[config.mk]
export PLATFORM = sky130hd
export DESIGN_NAME = id_ex_operand_stage_flat
export DESIGN_NICKNAME = d
export VERILOG_FILES = /design/src/rtl/id_ex_operand_stage_if.sv /design/src/rtl/id_ex_operand_stage.sv /design/src/flat_wrapper.sv
export SDC_FILE = /design/constraint.sdc
export NUM_CORES = 1
export LEC_CHECK = 0
export CAP_MARGIN = 20
export CORE_MARGIN = 2
export CORE_UTILIZATION = 28
export DETAILED_ROUTE_END_ITERATION = 16
export PLACE_DENSITY_LB_ADDON = 0.2
export REMOVE_ABC_BUFFERS = 1
export SLEW_MARGIN = 5
export SYNTH_ARGS = -nofsm -noshare
export SYNTH_HDL_FRONTEND = slang
export SYNTH_SLANG_ARGS = --single-unit
[constraint.sdc]
create_clock -name cpu_clk -period 5.65 [get_ports cpu_clk]
set_input_delay 1.13 -clock cpu_clk [delete_from_list [all_inputs] [get_ports cpu_clk]]
set_output_delay 1.13 -clock cpu_clk [all_outputs]
set_load 0.01 [all_outputs]
[src/rtl/id_ex_operand_stage_if.sv]
// ID-to-EX bundle: decoded instruction from ID, MEM/WB writeback taps, and the
// operands/control presented to the ALU. master drives ID side, slave is the stage.
interface id_ex_operand_stage_if #(
  parameter int XLEN = 32,
  parameter int REGW = 5
);
  logic            id_valid;
  logic [XLEN-1:0] id_pc;
  logic [XLEN-1:0] id_rs1_data;
  logic [XLEN-1:0] id_rs2_data;
  logic [XLEN-1:0] id_imm;
  logic [REGW-1:0] id_rs1;
  logic [REGW-1:0] id_rs2;
  logic [REGW-1:0] id_rd;
  logic [2:0]      id_alu_op;
  logic            id_asel;
  logic            id_bsel;
  logic            id_rf_we;
  logic            id_is_load;
  logic            id_uses_rs1;
  logic            id_uses_rs2;
  logic            stall;
  logic            flush;
  logic            mem_rf_we;
  logic [REGW-1:0] mem_rd;
  logic [XLEN-1:0] mem_wd;
  logic            wb_rf_we;
  logic [REGW-1:0] wb_rd;
  logic [XLEN-1:0] wb_wd;
  logic            load_use;
  logic            ex_valid;
  logic [XLEN-1:0] ex_A;
  logic [XLEN-1:0] ex_B;
  logic [2:0]      ex_alu_op;
  logic [XLEN-1:0] ex_store_data;
  logic [REGW-1:0] ex_rd;
  logic            ex_rf_we;
  logic            ex_is_load;
  logic [XLEN-1:0] ex_pc;

  modport master (
    output id_valid, id_pc, id_rs1_data, id_rs2_data, id_imm, id_rs1, id_rs2, id_rd,
           id_alu_op, id_asel, id_bsel, id_rf_we, id_is_load, id_uses_rs1, id_uses_rs2,
           stall, flush, mem_rf_we, mem_rd, mem_wd, wb_rf_we, wb_rd, wb_wd,
    input  load_use, ex_valid, ex_A, ex_B, ex_alu_op, ex_store_data, ex_rd, ex_rf_we,
           ex_is_load, ex_pc
  );

  modport slave (
    input  id_valid, id_pc, id_rs1_data, id_rs2_data, id_imm, id_rs1, id_rs2, id_rd,
           id_alu_op, id_asel, id_bsel, id_rf_we, id_is_load, id_uses_rs1, id_uses_rs2,
           stall, flush, mem_rf_we, mem_rd, mem_wd, wb_rf_we, wb_rd, wb_wd,
    output load_use, ex_valid, ex_A, ex_B, ex_alu_op, ex_store_data, ex_rd, ex_rf_we,
           ex_is_load, ex_pc
  );
endinterface

[src/rtl/id_ex_operand_stage.sv]
// ID/EX pipeline register with load-use bubbling, capture-time WB bypass and
// combinational MEM/WB forwarding in front of the ALU.
module id_ex_operand_stage #(
  parameter int XLEN = 32,
  parameter int REGW = 5
) (
  input logic                  cpu_clk,
  input logic                  cpu_rst,
  id_ex_operand_stage_if.slave bus
);
  localparam int NSRC = 2;

  typedef struct packed {
    logic            valid;
    logic [XLEN-1:0] pc;
    logic [XLEN-1:0] rs1v;
    logic [XLEN-1:0] rs2v;
    logic [XLEN-1:0] imm;
    logic [REGW-1:0] rs1;
    logic [REGW-1:0] rs2;
    logic [REGW-1:0] rd;
    logic [2:0]      alu_op;
    logic            asel;
    logic            bsel;
    logic            rf_we;
    logic            is_load;
  } ex_slot_t;

  ex_slot_t ex, cap;
  logic     load_use;

  logic [NSRC-1:0][REGW-1:0] src;
  logic [NSRC-1:0][XLEN-1:0] held;
  logic [NSRC-1:0][XLEN-1:0] fwd;

  // Only a valid load with a real destination can stall a dependent reader.
  assign load_use = ex.valid & ex.is_load & (ex.rd != '0) & bus.id_valid &
                    ((bus.id_uses_rs1 & (bus.id_rs1 == ex.rd)) |
                     (bus.id_uses_rs2 & (bus.id_rs2 == ex.rd)));

  always_comb begin
    cap         = '0;
    cap.valid   = bus.id_valid;
    cap.pc      = bus.id_pc;
    cap.imm     = bus.id_imm;
    cap.rs1     = bus.id_rs1;
    cap.rs2     = bus.id_rs2;
    cap.rd      = bus.id_rd;
    cap.alu_op  = bus.id_alu_op;
    cap.asel    = bus.id_asel;
    cap.bsel    = bus.id_bsel;
    cap.rf_we   = bus.id_rf_we & bus.id_valid;
    cap.is_load = bus.id_is_load & bus.id_valid;
    // Regfile write and read land on the same edge; take the value being written.
    cap.rs1v    = (bus.wb_rf_we && bus.wb_rd != '0 && bus.wb_rd == bus.id_rs1) ?
                  bus.wb_wd : bus.id_rs1_data;
    cap.rs2v    = (bus.wb_rf_we && bus.wb_rd != '0 && bus.wb_rd == bus.id_rs2) ?
                  bus.wb_wd : bus.id_rs2_data;
  end

  always_ff @(posedge cpu_clk) begin
    if (cpu_rst)        ex <= '0;
    else if (bus.flush) ex <= '0;
    else if (!bus.stall) begin
      if (load_use) ex <= '0;
      else          ex <= cap;
    end
  end

  assign src[0]  = ex.rs1;
  assign src[1]  = ex.rs2;
  assign held[0] = ex.rs1v;
  assign held[1] = ex.rs2v;

  // MEM is the younger producer, so it wins over WB; x0 is never forwarded.
  for (genvar g = 0; g < NSRC; g++) begin : g_fwd
    assign fwd[g] = (bus.mem_rf_we && bus.mem_rd != '0 && bus.mem_rd == src[g]) ? bus.mem_wd :
                    (bus.wb_rf_we  && bus.wb_rd  != '0 && bus.wb_rd  == src[g]) ? bus.wb_wd  :
                    held[g];
  end

  assign bus.load_use      = load_use;
  assign bus.ex_valid      = ex.valid;
  assign bus.ex_A          = ex.asel ? ex.pc  : fwd[0];
  assign bus.ex_B          = ex.bsel ? ex.imm : fwd[1];
  assign bus.ex_alu_op     = ex.alu_op;
  assign bus.ex_store_data = fwd[1];
  assign bus.ex_rd         = ex.rd;
  assign bus.ex_rf_we      = ex.rf_we;
  assign bus.ex_is_load    = ex.is_load;
  assign bus.ex_pc         = ex.pc;
endmodule

[src/flat_wrapper.sv]
// flat-port wrapper written by rule: the top's interface ports become plain ports
module id_ex_operand_stage_flat 
#(
  parameter int XLEN = 32,
  parameter int REGW = 5
)
  (cpu_clk, cpu_rst, bus_id_valid, bus_id_pc, bus_id_rs1_data, bus_id_rs2_data, bus_id_imm, bus_id_rs1, bus_id_rs2, bus_id_rd, bus_id_alu_op, bus_id_asel, bus_id_bsel, bus_id_rf_we, bus_id_is_load, bus_id_uses_rs1, bus_id_uses_rs2, bus_stall, bus_flush, bus_mem_rf_we, bus_mem_rd, bus_mem_wd, bus_wb_rf_we, bus_wb_rd, bus_wb_wd, bus_load_use, bus_ex_valid, bus_ex_A, bus_ex_B, bus_ex_alu_op, bus_ex_store_data, bus_ex_rd, bus_ex_rf_we, bus_ex_is_load, bus_ex_pc);
  id_ex_operand_stage_if #(.XLEN(XLEN), .REGW(REGW)) bus_i ();
  input logic cpu_clk;
  input logic cpu_rst;
  input wire logic [$bits(bus_i.id_valid)-1:0] bus_id_valid;
  input wire logic [$bits(bus_i.id_pc)-1:0] bus_id_pc;
  input wire logic [$bits(bus_i.id_rs1_data)-1:0] bus_id_rs1_data;
  input wire logic [$bits(bus_i.id_rs2_data)-1:0] bus_id_rs2_data;
  input wire logic [$bits(bus_i.id_imm)-1:0] bus_id_imm;
  input wire logic [$bits(bus_i.id_rs1)-1:0] bus_id_rs1;
  input wire logic [$bits(bus_i.id_rs2)-1:0] bus_id_rs2;
  input wire logic [$bits(bus_i.id_rd)-1:0] bus_id_rd;
  input wire logic [$bits(bus_i.id_alu_op)-1:0] bus_id_alu_op;
  input wire logic [$bits(bus_i.id_asel)-1:0] bus_id_asel;
  input wire logic [$bits(bus_i.id_bsel)-1:0] bus_id_bsel;
  input wire logic [$bits(bus_i.id_rf_we)-1:0] bus_id_rf_we;
  input wire logic [$bits(bus_i.id_is_load)-1:0] bus_id_is_load;
  input wire logic [$bits(bus_i.id_uses_rs1)-1:0] bus_id_uses_rs1;
  input wire logic [$bits(bus_i.id_uses_rs2)-1:0] bus_id_uses_rs2;
  input wire logic [$bits(bus_i.stall)-1:0] bus_stall;
  input wire logic [$bits(bus_i.flush)-1:0] bus_flush;
  input wire logic [$bits(bus_i.mem_rf_we)-1:0] bus_mem_rf_we;
  input wire logic [$bits(bus_i.mem_rd)-1:0] bus_mem_rd;
  input wire logic [$bits(bus_i.mem_wd)-1:0] bus_mem_wd;
  input wire logic [$bits(bus_i.wb_rf_we)-1:0] bus_wb_rf_we;
  input wire logic [$bits(bus_i.wb_rd)-1:0] bus_wb_rd;
  input wire logic [$bits(bus_i.wb_wd)-1:0] bus_wb_wd;
  output wire logic [$bits(bus_i.load_use)-1:0] bus_load_use;
  output wire logic [$bits(bus_i.ex_valid)-1:0] bus_ex_valid;
  output wire logic [$bits(bus_i.ex_A)-1:0] bus_ex_A;
  output wire logic [$bits(bus_i.ex_B)-1:0] bus_ex_B;
  output wire logic [$bits(bus_i.ex_alu_op)-1:0] bus_ex_alu_op;
  output wire logic [$bits(bus_i.ex_store_data)-1:0] bus_ex_store_data;
  output wire logic [$bits(bus_i.ex_rd)-1:0] bus_ex_rd;
  output wire logic [$bits(bus_i.ex_rf_we)-1:0] bus_ex_rf_we;
  output wire logic [$bits(bus_i.ex_is_load)-1:0] bus_ex_is_load;
  output wire logic [$bits(bus_i.ex_pc)-1:0] bus_ex_pc;
  assign bus_i.id_valid = bus_id_valid;
  assign bus_i.id_pc = bus_id_pc;
  assign bus_i.id_rs1_data = bus_id_rs1_data;
  assign bus_i.id_rs2_data = bus_id_rs2_data;
  assign bus_i.id_imm = bus_id_imm;
  assign bus_i.id_rs1 = bus_id_rs1;
  assign bus_i.id_rs2 = bus_id_rs2;
  assign bus_i.id_rd = bus_id_rd;
  assign bus_i.id_alu_op = bus_id_alu_op;
  assign bus_i.id_asel = bus_id_asel;
  assign bus_i.id_bsel = bus_id_bsel;
  assign bus_i.id_rf_we = bus_id_rf_we;
  assign bus_i.id_is_load = bus_id_is_load;
  assign bus_i.id_uses_rs1 = bus_id_uses_rs1;
  assign bus_i.id_uses_rs2 = bus_id_uses_rs2;
  assign bus_i.stall = bus_stall;
  assign bus_i.flush = bus_flush;
  assign bus_i.mem_rf_we = bus_mem_rf_we;
  assign bus_i.mem_rd = bus_mem_rd;
  assign bus_i.mem_wd = bus_mem_wd;
  assign bus_i.wb_rf_we = bus_wb_rf_we;
  assign bus_i.wb_rd = bus_wb_rd;
  assign bus_i.wb_wd = bus_wb_wd;
  assign bus_load_use = bus_i.load_use;
  assign bus_ex_valid = bus_i.ex_valid;
  assign bus_ex_A = bus_i.ex_A;
  assign bus_ex_B = bus_i.ex_B;
  assign bus_ex_alu_op = bus_i.ex_alu_op;
  assign bus_ex_store_data = bus_i.ex_store_data;
  assign bus_ex_rd = bus_i.ex_rd;
  assign bus_ex_rf_we = bus_i.ex_rf_we;
  assign bus_ex_is_load = bus_i.ex_is_load;
  assign bus_ex_pc = bus_i.ex_pc;
  id_ex_operand_stage #(.XLEN(XLEN), .REGW(REGW)) u_core (.cpu_clk(cpu_clk), .cpu_rst(cpu_rst), .bus(bus_i));
endmodule
# After elaboration in Yosys (flattened, before gate mapping)
# Cells that the tools add are included.
# word_totals
inputBits	233
regBits	151
elab_cells	51
# op_classes
n_reduce_logical	12
muxes	9
bitwise_logic	9
eq_ne	8
# op_table
operator	n
2-to-1 mux 32 bit	8
2-to-1 mux 151 bit	1
== test 5 bit	8
nonzero test 5 bit	3
bitwise AND 1 bit	8
logical AND 1 bit	8
OR reduction 2 bit	1
OR 1 bit	1

# Longest topological paths before layout
# Gate-level depths: netlist of run 1.
# depth
depth_word	6
mapped_depth	9

# Worst setup path before layout of run 1
# No wires, ideal clock.
# synth_path
path_type	input port to output port
startpoint	input bus_wb_rd[4]
endpoint	output bus_ex_B[10]
n_path_buf	4
cell_stages	9
arrival_ns	3.146
setup_slack_ns	1.374
required_time_ns	4.520
cell_sequence	clkbuf_1 -> or4_1 -> o21a_1 -> buf_2 -> and4_1 -> clkbuf_1 -> buf_2 -> mux2i_1 -> a221oi_1
# synth_between
elab_chain_cells	6
word_cells_on_any_way	7
classes_between	eq/ne (1); mux (3); reduce/logical (3)
# synth_lines
item	line	rtl
start, declared	flat_wrapper.sv:32	input wire logic [$bits(bus_i.wb_rd)-1:0] bus_wb_rd;
nonzero test 5 bit	id_ex_operand_stage.sv:78	(bus.wb_rf_we && bus.wb_rd != '0 && bus.wb_rd == src[g]) ? bus.wb_wd :
logical AND 1 bit	id_ex_operand_stage.sv:78	
logical AND 1 bit (*)	id_ex_operand_stage.sv:78	
2-to-1 mux 32 bit (*)	id_ex_operand_stage.sv:78	
2-to-1 mux 32 bit (*)	id_ex_operand_stage.sv:77	assign fwd[g] = (bus.mem_rf_we && bus.mem_rd != '0 && bus.mem_rd == src[g]) ? bus.mem_wd :
2-to-1 mux 32 bit (*)	id_ex_operand_stage.sv:85	assign bus.ex_B = ex.bsel ? ex.imm : fwd[1];
end, declared	flat_wrapper.sv:37	output wire logic [$bits(bus_i.ex_B)-1:0] bus_ex_B;
# Every way passes the cells marked *; elsewhere a longest branch is shown, timed or not.

# Worst setup path in the final report of run 1
# layout_path
startpoint	input bus_mem_rd[0]
endpoint	output bus_ex_A[23]
# layout_between
elab_chain_cells	5
word_cells_on_any_way	6
classes_between	eq/ne (1); mux (2); reduce/logical (3)
# layout_lines
item	line	rtl
start, declared	flat_wrapper.sv:29	input wire logic [$bits(bus_i.mem_rd)-1:0] bus_mem_rd;
nonzero test 5 bit	id_ex_operand_stage.sv:77	
logical AND 1 bit	id_ex_operand_stage.sv:77	
logical AND 1 bit (*)	id_ex_operand_stage.sv:77	
2-to-1 mux 32 bit (*)	id_ex_operand_stage.sv:77	
2-to-1 mux 32 bit (*)	id_ex_operand_stage.sv:84	assign bus.ex_A = ex.asel ? ex.pc : fwd[0];
end, declared	flat_wrapper.sv:36	output wire logic [$bits(bus_i.ex_A)-1:0] bus_ex_A;
# Marked as above.

==> impl_metrics.tcl, run 1 <==
set metrics [dict create \
    outcome "finished, final reports clean" \
    dpl-instance-area_mm2 0.0122 \
    worst-setup-path-type "in -> out" \
    peakVddDrop_mv 0.169 \
    syn_to_final_growth_pct 52.8 \
    die_h_um 177 \
    post_cts_buffers 0 \
    avgSynthCellArea_um2 8.46 \
    fmax_ghz 0.192 \
    antenna_cells 0 \
    tightest_slew_ns 0.800 \
    clockBufferDepth 2 \
    antenna_found_initial 1 \
    die_x_um 177 \
    max_cap_violations 0 \
    clockPowerShare 0.425 \
    drive_above_1_share 0.0500 \
    io-pin-count 373 \
    p_per_area_mw_per_mm2 228 \
    cts_resized 0 \
    track_usage 0.210 \
    die_area_mm2 0.0313 \
    timing.slew.headroom 0.467 \
    h-tree-depth 4 \
    row_count 63 \
    synthesis.area_mm2 0.00838 \
    drc 0 \
    start_kind "input pin" \
    rsz0062_at_grt "no" \
    finalCritPeriodShare 0.921 \
    switching_share 0.253 \
    cts_hold_buf 0 \
    cts_tree "built" \
    finalSetupViolCount 0 \
    synth-seq-cells 151 \
    via_per_inst 5.09 \
    cts_sinks 151 \
    wl_per_cell_um 20.2 \
    core_mm2 0.0296 \
    hold_viol 0 \
    grt_max_degree 136 \
    final_nets 1500 \
    post-route-cell-area_mm2 0.0128 \
    layout_commonest_cell "clkdlybuf4s50_1" \
    grt_overflow 0 \
    initial_core_util 0.283 \
    clk_pin_slew_worst_paths_ns 0.06 \
    setup_tns_ns 0 \
    gp_congestion 0.801 \
    leakage_nw 4.52 \
    clkLatencyLatePin_ns 0.42 \
    dp.final_hpwl_um 23400 \
    clockRootBuffer "clkbuf_16" \
    end_kind "output pin" \
    yosys_warnings 0 \
    firstDrtPassIters 5 \
    ant_nets 0 \
    io_buffer_count 372 \
    cts_made_buffers 17 \
    drt-total-wl_um 33700 \
    clock-skew-final_ns 0.00949 \
    drt_iter0_drc 455 \
    internal_power_mw 2.18 \
    synthTopCellsByArea "dfxtp_1, mux2i_1, a22o_1, a221oi_1, nand2_1" \
    ys_seq_area_frac 0.361 \
    postSynthCellCount 990 \
    maxSlewViolCount 0 \
    routed-via-count 8502 \
    period_needed_ns 5.20 \
    comb_power_share 0.188 \
    p_switching_mw 0.740 \
    pwr-share-seq 0.386 \
    synth_cell_types 31 \
    hp-class "reg -> reg" \
    worstPathRequired_ns 4.52 \
    grt_pass1_vias 8535 \
    synth_top_cell_by_area "dfxtp_1" \
    finalCoreUtilization 0.433 \
    final_cell_mix "clkdlybuf4s50_1, dfxtp_1, nand2_1" \
    path_max_fanout 14 \
    grt_pass1_wl_um 50800 \
    synth_top_area_frac 0.361 \
    crit_arrival_ns 4.07 \
]
==> synth_stat cells, drive strengths merged <==
cell	n
a2111o	1
a2111oi	1
a21oi	32
a221oi	64
a22o	85
a31oi	1
a32o	2
and2	1
and3	33
and4	3
buf	64
clkbuf	71
dfxtp	151
inv	33
mux2i	96
nand2	98
nand3	3
nand4	2
nor2	67
nor3	38
nor3b	1
o2111ai	1
o21a	2
o21ai	64
o22ai	1
o31ai	32
or4	3
xnor2	16
xor2	24
==> layout make-up <==
type,instances,area (µm²)
clock buffers,23,468
clock inverters,8,146
fillers,2924,16800
inverters,33,124
multi-input cells,671,4600
flip-flops and latches,151,3030
well taps,390,488
repair buffers,393,3940
==> routing by layer <==
metal | vias up | global-route usage | part of all wire | routed length, µm
met4 | 2 | 0.0575 | 0.015 | 499
met3 | 31 | 0.0468 | 0.059 | 1980
met5 | - | 0 | 0.00047 | 16
met1 | 4092 | 0.264 | 0.44 | 14700
li1 | 4114 | - | - | -
met2 | 263 | 0.362 | 0.49 | 16500
==> worst paths after layout <==
kind | from | endpoint | slack (ns) | cells past startpoint
setup / recovery | bus_mem_rd[0] | bus_ex_A[23] | 0.45 | 8
hold / removal | u_core.ex[54]$_SDFFE_PP0N_ | u_core.ex[54]$_SDFFE_PP0N_ | 0.45 | 2
setup reg to reg | u_core.bus.ex_rd[1]$_SDFFE_PP0N_ | u_core.ex[3]$_SDFFE_PP0N_ | 3.10 | 6
hold reg to reg | u_core.ex[54]$_SDFFE_PP0N_ | u_core.ex[54]$_SDFFE_PP0N_ | 0.45 | 2
==> per-stage QoR <==
| step | worst slack, ns | std cells | hold WS (ns) | power, mW |
|---|---|---|---|---|
| after floorplan | -4.20 | 855 | 0.424 | 1.33 |
| after global placement | 0.349 | 1637 | 0.433 | 1.70 |
| after detailed placement | 0.410 | 1638 | 0.442 | 1.70 |
| after CTS | 0.409 | 1669 | 0.457 | 2.96 |
| after global routing | 0.297 | 1669 | 0.467 | 3.04 |
| final | 0.448 | 1669 | 0.449 | 2.92 |
==> critical path: stages <==
cell and delay [ns]:
clkdlybuf4s50_1 0.46, or4_1 0.54, o21a_1 0.28, nand3_2 0.39
buf_4 0.31, nor2_1 0.06, o31ai_1 0.26, clkdlybuf4s50_1 0.62
==> state kept, by name (all words and copies together) (netlist names) <==
signal	flops
u_core.bus.ex_alu_op	3
u_core.bus.ex_is_load	1
u_core.bus.ex_pc	32
u_core.bus.ex_rd	5
u_core.bus.ex_rf_we	1
u_core.bus.ex_valid	1
u_core.ex	108
==> cells by family (layout without fill, tap and decap cells) <==
logic type | Yosys count | in the layout | synth area share
mux | 96 | 96 | 0.115
simple gates | 249 | 249 | 0.132
compound gates | 286 | 286 | 0.253
buf+inv | 168 | 457 | 0.0974
flops | 151 | 151 | 0.361
xor+xnor | 40 | 40 | 0.0418
==> power groups by stage <==
stage	registers (mW)	logic, mW	clock network, mW
6_report	1.13	0.550	1.24
5_1_grt	1.13	0.589	1.31
4_1_cts	1.13	0.554	1.27
3_5_place_dp	1.15	0.551	0
3_3_place_gp	1.15	0.546	0
2_1_floorplan	1.15	0.179	0
No activity file was read; power rests on OpenSTA's default activity.
==> run 2: changes to the inputs <==
--- a/config.mk
+++ b/config.mk
@@ -9,6 +9,7 @@
 export CORE_MARGIN = 2
 export CORE_UTILIZATION = 28
 export DETAILED_ROUTE_END_ITERATION = 16
+export GPL_TIMING_DRIVEN = 0
 export PLACE_DENSITY_LB_ADDON = 0.2
 export REMOVE_ABC_BUFFERS = 1
 export SLEW_MARGIN = 5
==> impl_metrics.tcl, run 2 (synthesized netlist as in run 1, its figures left out) <==
set metrics [dict create \
    final_cell_mix "clkdlybuf4s50_1, dfxtp_1, nand2_1" \
    setup_ws_ns 0.181 \
    dp.final_hpwl_um 24700 \
    grt_overflow 0 \
    maxSlewViolCount 0 \
    die_area_mm2 0.0313 \
    placed_cells 1650 \
    hold_slack_ns 0.453 \
    routed-via-count 8613 \
    finalSetupViolCount 0 \
    initial_core_util 0.283 \
    comb_power_share 0.199 \
    die_h_um 177 \
    period_needed_ns 5.47 \
    antenna_found_initial 3 \
    final_nets 1514 \
    io_buffer_count 372 \
    fmax_ghz 0.183 \
    drc 0 \
    p_per_area_mw_per_mm2 219 \
    finalCoreUtilization 0.442 \
    pwr-share-seq 0.396 \
    ant_nets 0 \
    crit_chain "clkdlybuf4s50_1 -> xor2_1 -> nor3_4 -> buf_4 -> nand3_4 -> buf_16 -> a221oi_1 -> o31ai_1 -> clkdlybuf4s50_1" \
    dpl-instance-area_mm2 0.0124 \
    clk_pin_slew_worst_paths_ns 0.07 \
    clockBufferDepth 2 \
    end_kind "output pin" \
    max_cap_violations 0 \
    cts_tree "built" \
    slowest_delay_ns 0.64 \
    largest_reg_flops 108 \
    grt_max_degree 67 \
    path_max_fanout 19 \
    peakVddDrop_mv 0.184 \
    internal_power_mw 2.09 \
    start_kind "input pin" \
    clkLatencyLatePin_ns 0.43 \
    core_mm2 0.0296 \
    die_x_um 177 \
    multi_input_area_mm2 0.00463 \
    via_per_inst 5.11 \
    grt_pass1_wl_um 50100 \
    p_switching_mw 0.762 \
    syn_to_final_growth_pct 55.9 \
    stdcell_count 1685 \
    track_usage 0.209 \
    dpl_worst_slack_ns -0.293 \
    row_count 63 \
    cts_sinks 151 \
    hold_viol 0 \
    outcome "finished, final reports clean" \
    h-tree-depth 4 \
    clockPowerShare 0.405 \
    grt_pass1_vias 8552 \
    timing.slew.headroom 0.243 \
    io-pin-count 373 \
    switching_share 0.267 \
    cts_hold_buf 0 \
    hp-class "reg -> reg" \
    firstDrtPassIters 5 \
    post-route-cell-area_mm2 0.0131 \
    drive_above_1_share 0.0634 \
    clockRootBuffer "clkbuf_16" \
    clock-skew-final_ns 0.0111 \
    critPathSlowestCell "clkdlybuf4s50_1" \
    worst-setup-path-type "in -> out" \
    wl_per_cell_um 20.0 \
    layout.area.seq_mm2 0.00303 \
    gp_congestion 0.771 \
    reg2reg_slack_ns 2.99 \
    layout_commonest_cell "clkdlybuf4s50_1" \
    finalCritPeriodShare 0.968 \
    cts_made_buffers 17 \
    leakage_nw 4.62 \
    num-fill-cells 2928 \
    crit_top_cell "clkdlybuf4s50_1" \
    tightest_slew_ns 1.13 \
    drt-total-wl_um 33800 \
    drt_iter0_drc 396 \
    rsz0062_at_grt "no" \
    worstPathRequired_ns 4.52 \
    crit_arrival_ns 4.34 \
    top_register "u_core.ex" \
]
==> run 2: power by group through the flow <==
stage          registers (mW)  logic [mW]  clock network (mW)
6_report                 1.13       0.568                1.15
5_1_grt                  1.14       0.606                1.21
4_1_cts                  1.13       0.572                1.18
3_5_place_dp             1.15       0.560                   0
3_3_place_gp             1.16       0.533                   0
2_1_floorplan            1.15       0.179                   0
==> run 2: path summary, 6_finish.rpt <==
| check | start | to | cells past startpoint |
|---|---|---|---|
| max | bus_wb_rd[1] | bus_ex_A[23] | 9 |
| min | u_core.ex[74]$_SDFFE_PP0N_ | u_core.ex[74]$_SDFFE_PP0N_ | 2 |
| max reg2reg | u_core.bus.ex_rd[1]$_SDFFE_PP0N_ | u_core.ex[26]$_SDFFE_PP0N_ | 8 |
| min reg2reg | u_core.ex[74]$_SDFFE_PP0N_ | u_core.ex[74]$_SDFFE_PP0N_ | 2 |
==> run 2: layout make-up <==
type	count	area share
Antenna cell	1	0.000192
Multi-Input combinational cell	672	0.355
Inverter	33	0.00949
Clock buffer	20	0.0342
Clock inverter	12	0.00987
Timing Repair Buffer	406	0.322
Tap cell	390	0.0374
Sequential cell	151	0.232
==> run 2: repair_timing <==
item	in CTS	in global routing
endpoints found under the setup margin	37	2
pin swaps	2	0
gates cloned	1	0
gates resized for setup	4	1
buffers inserted	1	0
==> run 2: layer usage <==
metal | GRT usage | vias to the layer above | wire length (µm)
met3 | 0.0524 | 46 | 2130
li1 | - | 4164 | -
met5 | 0 | - | 13
met1 | 0.254 | 4121 | 14500
met4 | 0.0668 | 2 | 789
met2 | 0.360 | 280 | 16300
==> run 2: worst max-delay path: cells and delay by family <==
kind,cells,cell delay [ns]
buffers and inverters,4,1.75
AND/OR/NAND/NOR,2,0.74
AO/OA/AOI/OAI,2,0.54
XOR/XNOR,1,0.15
==> run 2: metrics by stage <==
| stage | power (mW) | TNS (ns) |
|---|---|---|
| CTS | 2.88 | 0 |
| finish | 2.85 | 0 |
| detailed placement | 1.71 | -3.53 |
| floorplan | 1.33 | -611.21 |
| global placement | 1.69 | -2013.02 |
| global route | 2.95 | 0 |
==> run 3: changes to the inputs <==
--- a/config.mk
+++ b/config.mk
@@ -7,7 +7,7 @@
 export LEC_CHECK = 0
 export CAP_MARGIN = 20
 export CORE_MARGIN = 2
-export CORE_UTILIZATION = 28
+export CORE_UTILIZATION = 35
 export DETAILED_ROUTE_END_ITERATION = 16
 export GPL_TIMING_DRIVEN = 0
 export PLACE_DENSITY_LB_ADDON = 0.2
==> impl_metrics.tcl, run 3 (synthesized netlist as in run 1, its figures left out) <==
set metrics [dict create \
    clk_pin_slew_worst_paths_ns 0.07 \
    core_mm2 0.0235 \
    cts_sinks 151 \
    clkLatencyLatePin_ns 0.42 \
    die_area_mm2 0.0252 \
    ant_nets 0 \
    grt_pass1_wl_um 49600 \
    firstDrtPassIters 5 \
    period_needed_ns 5.51 \
    drc 0 \
    critPathSlowestCell "clkdlybuf4s50_1" \
    finalSetupViolCount 0 \
    critical_path_buf_inv_count 4 \
    fmax_ghz 0.181 \
    tightest_slew_ns 0.941 \
    start_kind "input pin" \
    routed-via-count 8620 \
    hp-class "reg -> reg" \
    p_per_area_mw_per_mm2 227 \
    drt_iter0_drc 555 \
    setup_tns_ns 0 \
    antenna_found_initial 0 \
    maxSlewViolCount 0 \
    crit_chain "clkdlybuf4s50_1 -> or4_1 -> o21a_4 -> buf_16 -> and4_4 -> buf_12 -> mux2i_1 -> a221oi_1 -> clkdlybuf4s50_1" \
    finalCritPeriodShare 0.975 \
    hold_viol 0 \
    clockBufferDepth 2 \
    layout_commonest_cell "clkdlybuf4s50_1" \
    grt_pass1_vias 8641 \
    path_max_fanout 24 \
    peakVddDrop_mv 0.141 \
    outcome "finished, final reports clean" \
    track_usage 0.246 \
    critPathTopFamily "buffers and inverters" \
    worstPathRequired_ns 4.52 \
    die_h_um 159 \
    row_count 56 \
    die_x_um 159 \
    setup_ws_ns 0.140 \
    clockRootBuffer "clkbuf_16" \
    grt_overflow 0 \
    finalCoreUtilization 0.552 \
    clock-skew-final_ns 0.0103 \
    worst-setup-path-type "in -> out" \
    drive_above_1_share 0.0612 \
    via_per_inst 5.35 \
    antenna_cells 0 \
    initial_core_util 0.357 \
    largest_reg_flops 108 \
    leakage_nw 4.62 \
    h-tree-depth 4 \
    drt-total-wl_um 32200 \
    timing.slew.headroom 0.372 \
    top_register "u_core.ex" \
    dpl_worst_slack_ns -0.224 \
    final_nets 1511 \
    final_cell_mix "clkdlybuf4s50_1, dfxtp_1, nand2_1" \
    crit_top_cell "clkdlybuf4s50_1" \
    max_cap_violations 0 \
    end_kind "output pin" \
    grt_max_degree 50 \
    cts_tree "built" \
    wl_per_cell_um 20.0 \
    post_cts_buffers 0 \
    io-pin-count 373 \
    cts_hold_buf 0 \
    io_buffer_count 372 \
    cts_made_buffers 17 \
    syn_to_final_growth_pct 54.8 \
    gp_congestion 0.788 \
    dp.final_hpwl_um 23500 \
    slowest_delay_ns 0.61 \
    crit_arrival_ns 4.38 \
]
==> run 3: cell count changes in the layout (fill, tap and decap cells not counted), moves of 2 or more <==
cell / change
clkinv_2: -3
inv_6: +3
buf_4: +3
bufinv_16: +2
buf_6: -7
==> run 3: final cells by class <==
type,instances,area (µm²)
clock buffers,19,433
clock inverters,13,195
fillers,2221,10500
inverters,33,124
multi-input cells,672,4630
flip-flops and latches,151,3030
well taps,319,399
repair buffers,403,4160
==> run 3: path summary, 6_finish.rpt <==
| path | start | end | slack [ns] | depth (start not counted) |
|---|---|---|---|---|
| worst max-delay path | bus_wb_rd[4] | bus_ex_B[22] | 0.14 | 9 |
| worst min-delay path | u_core.ex[58]$_SDFFE_PP0N_ | u_core.ex[58]$_SDFFE_PP0N_ | 0.45 | 2 |
| worst max register to register | u_core.bus.ex_rd[1]$_SDFFE_PP0N_ | u_core.ex[26]$_SDFFE_PP0N_ | 2.89 | 7 |
| worst min register to register | u_core.ex[58]$_SDFFE_PP0N_ | u_core.ex[58]$_SDFFE_PP0N_ | 0.45 | 2 |
==> run 3: repair_timing <==
item / CTS / global route
cloned: 0 / 1
pin swaps: 0 / 1
setup endpoints to repair: 38 / 24
gates resized for setup: 2 / 3
==> run 3: stage by stage <==
stage	hold slack (ns)	std cells	power, mW	cell area [µm²]
floorplan	0.424	855	1.33	7680
global placement	0.432	1546	1.68	11800
detailed placement	0.441	1577	1.71	12300
CTS	0.456	1609	2.96	12900
global route	0.479	1610	3.05	13000
finish	0.453	1610	2.94	13000
==> run 3: power by group <==
part / total [mW] / internal, mW / switching, mW
combinational: 0.563 / 0.330 / 0.233
clock: 1.25 / 0.748 / 0.501
sequential: 1.13 / 1.10 / 0.0286
==> run 3: worst reg2reg max path: stages, from the launching register on <==
cell,delay (ns)
dfxtp_1,0.36
or4_1,0.57
o2111ai_1,0.20
inv_1,0.11
a2111oi_4,0.82
buf_6,0.27
buf_6,0.20
a22o_1,0.18
==> run 3: metal layers <==
| layer | global-route usage | routed length (µm) |
|---|---|---|
| met1 | 0.310 | 14000 |
| met2 | 0.419 | 15500 |
| met3 | 0.0564 | 1980 |
| met4 | 0.0751 | 694 |
| met5 | 0 | 0 |
